--- config.mk ---
export PLATFORM = sky130hd
export DESIGN_NAME = lsu_mem_sequencer
export DESIGN_NICKNAME = d
export VERILOG_FILES = /design/src/rtl/lsu_mem_sequencer.sv
export SDC_FILE = /design/constraint.sdc
export NUM_CORES = 1
export LEC_CHECK = 0
export ABC_AREA = 1
export BUFFER_PORTS_ARGS = -buffer_cell sky130_fd_sc_hd__clkbuf_2
export CORE_ASPECT_RATIO = 0.6
export CORE_MARGIN = 2
export CORE_UTILIZATION = 47
export CTS_CLUSTER_SIZE = 20
export DETAILED_ROUTE_END_ITERATION = 8
export PLACE_DENSITY = 0.76
export SKIP_CTS_REPAIR_TIMING = 1
export SYNTH_ARGS = -nofsm -noshare
export SYNTH_HDL_FRONTEND = slang
export SYNTH_SLANG_ARGS = --single-unit
--- constraint.sdc ---
create_clock -name clk -period 1.7 [get_ports clk]
set_clock_uncertainty 0.05 [all_clocks]
set_input_delay 0.17 -clock clk [delete_from_list [all_inputs] [get_ports clk]]
set_output_delay 0.17 -clock clk [all_outputs]
set_load 0.02 [all_outputs]
--- src/rtl/lsu_mem_sequencer.sv ---
// lsu_mem_sequencer: splits RV32I loads/stores into aligned-word or big-endian byte beats and returns one extended response (req_* in, resp_* out, mem_* beat port)
module lsu_mem_sequencer #(
  parameter int ADDRESS_WIDTH = 32,
  parameter int DATA_WIDTH = 32,
  parameter int BYTE_WIDTH = 8
) (
  input  logic                     clk,
  input  logic                     rst,
  input  logic                     req_valid,
  output logic                     req_ready,
  input  logic                     req_we,
  input  logic [2:0]               req_funct3,
  input  logic [ADDRESS_WIDTH-1:0] req_addr,
  input  logic [DATA_WIDTH-1:0]    req_wdata,
  output logic                     resp_valid,
  output logic [DATA_WIDTH-1:0]    resp_rdata,
  output logic                     resp_err,
  output logic                     mem_we,
  output logic                     mem_byte_op,
  output logic [ADDRESS_WIDTH-1:0] mem_addr,
  output logic [DATA_WIDTH-1:0]    mem_wdata,
  input  logic [DATA_WIDTH-1:0]    mem_rdata
);
  typedef enum logic [1:0] {IDLE, XFER, RESP} state_t;
  state_t state;
  logic r_we, word, legal, xfer, sb, sh;
  logic [2:0] r_f3;
  logic [1:0] beat, last, sel;
  logic [ADDRESS_WIDTH-1:0] r_addr;
  logic [DATA_WIDTH-1:0] r_wdata, acc_nxt, ext;
  logic [DATA_WIDTH-BYTE_WIDTH-1:0] acc;
  always_comb begin
    legal = req_we ? req_funct3 inside {3'b000, 3'b001, 3'b010} : req_funct3 inside {3'b000, 3'b001, 3'b010, 3'b100, 3'b101};
    xfer = state == XFER;
    sel = last - beat;
    acc_nxt = word ? mem_rdata : {acc, mem_rdata[BYTE_WIDTH-1:0]};
    sb = !r_f3[2] && acc_nxt[BYTE_WIDTH-1];
    sh = !r_f3[2] && acc_nxt[2*BYTE_WIDTH-1];
    ext = r_f3[1] ? acc_nxt : r_f3[0] ? {{(DATA_WIDTH-2*BYTE_WIDTH){sh}}, acc_nxt[2*BYTE_WIDTH-1:0]} : {{(DATA_WIDTH-BYTE_WIDTH){sb}}, acc_nxt[BYTE_WIDTH-1:0]};
  end
  assign req_ready = state == IDLE && !rst;
  assign mem_we = xfer && r_we && !rst;
  assign mem_byte_op = xfer && !word;
  assign mem_addr = xfer ? r_addr + ADDRESS_WIDTH'(beat) : '0;
  assign mem_wdata = !xfer ? '0 : word ? r_wdata : DATA_WIDTH'(r_wdata[int'(sel)*BYTE_WIDTH +: BYTE_WIDTH]);
  always_ff @(posedge clk) begin
    if (rst) begin
      state <= IDLE;
      beat <= '0;
      last <= '0;
      acc <= '0;
      word <= 1'b0;
      r_we <= 1'b0;
      r_f3 <= '0;
      r_addr <= '0;
      r_wdata <= '0;
      resp_valid <= 1'b0;
      resp_err <= 1'b0;
      resp_rdata <= '0;
    end else begin
      resp_valid <= 1'b0;
      resp_err <= 1'b0;
      case (state)
        IDLE: if (req_valid) begin
          r_we <= req_we;
          r_f3 <= req_funct3;
          r_addr <= req_addr;
          r_wdata <= req_wdata;
          word <= req_funct3[1:0] == 2'b10 && req_addr[1:0] == 2'b00;
          last <= req_funct3[1] ? (req_addr[1:0] == 2'b00 ? 2'd0 : 2'd3) : {1'b0, req_funct3[0]};
          beat <= '0;
          acc <= '0;
          state <= legal ? XFER : RESP;
          resp_valid <= !legal;
          resp_err <= !legal;
          resp_rdata <= '0;
        end
        XFER: begin
          acc <= acc_nxt[DATA_WIDTH-BYTE_WIDTH-1:0];
          beat <= beat + 2'd1;
          if (beat == last) begin
            state <= RESP;
            resp_valid <= 1'b1;
            resp_rdata <= r_we ? '0 : ext;
          end
        end
        default: state <= IDLE;
      endcase
    end
  end
endmodule

==> flow_summary_export.csv <==
group,metric,value,unit
yosys,ys_top_cells_by_area,"dfxtp_1, nand2_1, nor2_1",
yosys,synth_cell_types,35,
worst_setup_path,cp.buffers_inverters,4,
detailed_routing,ant_nets,0,
global_route,grt_max_degree,54,
global_route,grt-ovfl-total,0,
cts,cts_tree,"yes",
sta,fin_ws,-0.603,ns
global_route,grt_use_met2,0.392,
global_route,grt_use_total,0.283,
yosys,synth_top_area_cell,"dfxtp_1",
finish,regArea,2700,um^2
worst_setup_path,crit_path_end_kind,"primary output",
global_route,grt_pass1_vias,7329,
floorplan,core,14500,um^2
floorplan,die_x,162,um
cts,cts_max_path_buffers,2,
sta,max_freq,434,MHz
cts,cts_root_buffer,"clkbuf_16",
yosys,syn_nets,1207,
placement,io_buffers,203,
pwr,leakage,4.51,nW
sta,rsz0062_at_grt,"true",
finish,n_fill_cell,1050,
detailed_routing,drc,0,
yosys,ys_seq_area_frac,0.380,
global_route,use_met1,0.441,
flow_run,drv_cap,0,
worst_setup_path,cp_cell_sequence,"buf_4 -> ha_4 -> clkbuf_16 -> nor2_4 -> a21oi_1 -> nand2_1 -> nand3_1 -> nand2_1 -> inv_1 -> buf_6",
yosys,synth_top_area_share,0.380,
global_route,grt.met3_usage,0.0627,
worst_setup_path,arrival,2.08,ns
cts,clkTransAtPathRegs,0.07,ns
finish,antenna_cells,0,
yosys,ys_warn_count,0,
global_route,antenna_found_initial,0,
finish,stdcell_count,1592,
finish,multi_input_area,4510,um^2
pwr,vdd_drop_max,612,uV
detailed_routing,first_iter_violations,978,
worst_setup_path,cp-start-kind,"register",
outcome,failed_checks,"negative hold slack, negative setup slack",
finish,drive_gt1_frac,0.382,
sta,hold_viol,19,
yosys,synth-seq-cells,133,
floorplan,boundaryPins,204,
sta,relSlewSlack,0.695,
cts,cts_buffers,17,
finish,final_common_cell,"nand2_1",
finish,fin_area,11000,um^2
floorplan,rows,34,
placement,dp_cells,1506,
worst_setup_path,worstPathRequired,1.48,ns
cts,clk_latency,0.41,ns
sta,drv_slew,0,
detailed_routing,wl_per_cell,16.7,um
pwr,power_density,860,nW/um^2
worst_setup_path,cp_max_fo,8,
cts,cts.htree.levels,4,
worst_setup_path,crit_top_cell,"nand2_1",
placement,place_area,8630,um^2
sta,min_period,2.30,ns
global_route,busiest_layer,"met1",
finish,areaGrowthSynthToFinish,57.2,%
detailed_routing,routed_wl,26600,um
finish,fin_util,0.759,
sta,setup_viol,93,
floorplan,die_y,98.6,um
sta,fin_hold_ws,-0.0326,ns
global_route,grt_pass1_wl,36200,um
sta,worst_slew_pin_slew,0.457,ns
cts,clock_sinks,133,
placement,dpl.hpwl,16600,um
detailed_routing,viasPerCell,5.48,
yosys,post_synth_inst_count,1100,
worst_setup_path,crit_slowest_cell,"dfxtp_4",
placement,gp_congestion,0.943,
worst_setup_path,crit_type,"reg -> out",
floorplan,die-area,15900,um^2
worst_hold_path,hold_class,"in -> reg",
detailed_routing,vias,8717,
yosys,avgSynthCellArea,6.37,um^2
floorplan,initial_core_util,0.483,
worst_setup_path,crit_family,"buffers and inverters",
finish,final_net_count,1488,
yosys,synthesis.area,7000,um^2
sta,finalCritPeriodShare,1.35,
finish,final_cell_mix,"nand2_1, clkbuf_2, nor2_1",
detailed_routing,firstDrtPassIters,6,
outcome,outcome,"complete, but fails checks",
worst_setup_path,max_stage_delay,0.36,ns
-- Yosys cell counts (all sizes together) --
| master | number |
|---|---|
| a31oi | 1 |
| inv | 71 |
| fa | 1 |
| and2 | 8 |
| nor3 | 5 |
| or2 | 8 |
| xnor2 | 4 |
| nand3 | 55 |
| a21oi | 133 |
| nand2 | 320 |
| a211oi | 2 |
| nand4 | 17 |
| o21ai | 75 |
| dfxtp | 133 |
| clkbuf | 23 |
| ha | 3 |
| o21bai | 2 |
| nor3b | 1 |
| nor2 | 195 |
| buf | 43 |
-- cells by family (layout without fill, tap and decap cells) --
group           after synthesis  after routing  share of synthesized area
compound gates              213            213                      0.155
xor+xnor                      4              4                    0.00500
fa+ha+maj                     4              4                    0.00822
buf+inv                     137            431                     0.0904
flops                       133            133                      0.380
simple gates                609            609                      0.361
-- power by group --
group / switching [mW] / internal (mW)
logic: 1.24 / 0.873
clock network: 1.52 / 2.33
registers: 0.185 / 3.32
-- layer usage --
layer | wire, um | vias up
met1 | 12000 | 4069
li1 | - | 4096
met5 | 0 | -
met4 | 463 | 0
met3 | 2680 | 55
met2 | 11500 | 497
-- tightest hold or removal path, delay by kind of cell --
kind	cells	cell delay [ns]
AOI/OAI and AO/OA	1	0.08
buffers and inverters	1	0.08
and+or+nand+nor	1	0.08
-- layout make-up --
| type | instances | area share |
|---|---|---|
| clock buffer | 19 | 0.0393 |
| clock inverter | 13 | 0.0155 |
| inverter | 71 | 0.0269 |
| multi-input combinational | 830 | 0.410 |
| sequential | 133 | 0.245 |
| tap | 198 | 0.0225 |
| timing repair buffer | 328 | 0.241 |
-- worst paths after layout --
path / startpoint / slack [ns] / depth (start not counted) / endpoint
setup / recovery: beat[0] / -0.60 / 10 / mem_wdata[5]
setup reg to reg: beat[0] / -0.14 / 9 / resp_rdata[0]
hold / removal: req_wdata[15] / -0.03 / 3 / r_wdata[15]
hold reg to reg: resp_rdata[2] / 0.41 / 2 / resp_rdata[2]
-- state kept, by name, indices dropped and copies added, names as in the netlist --
name and flops:
resp_err 1, last 2, word 1, r_addr 32, resp_valid 1, r_we 1, r_wdata 32, resp_rdata 32
r_f3 3, acc 24, beat 2, state 2
-- metrics by stage --
stage | TNS [ns] | power, mW | worst slack (ns)
2_1_floorplan | -0.0435 | 4.48 | -0.0430
3_3_place_gp | -6.94 | 5.02 | -0.165
3_5_place_dp | -8.69 | 5.05 | -0.202
4_1_cts | -30.44 | 8.88 | -0.641
5_1_grt | -28.88 | 9.81 | -0.649
6_report | -22.85 | 9.47 | -0.603
Note: power is estimated with default switching activity, not from simulation.
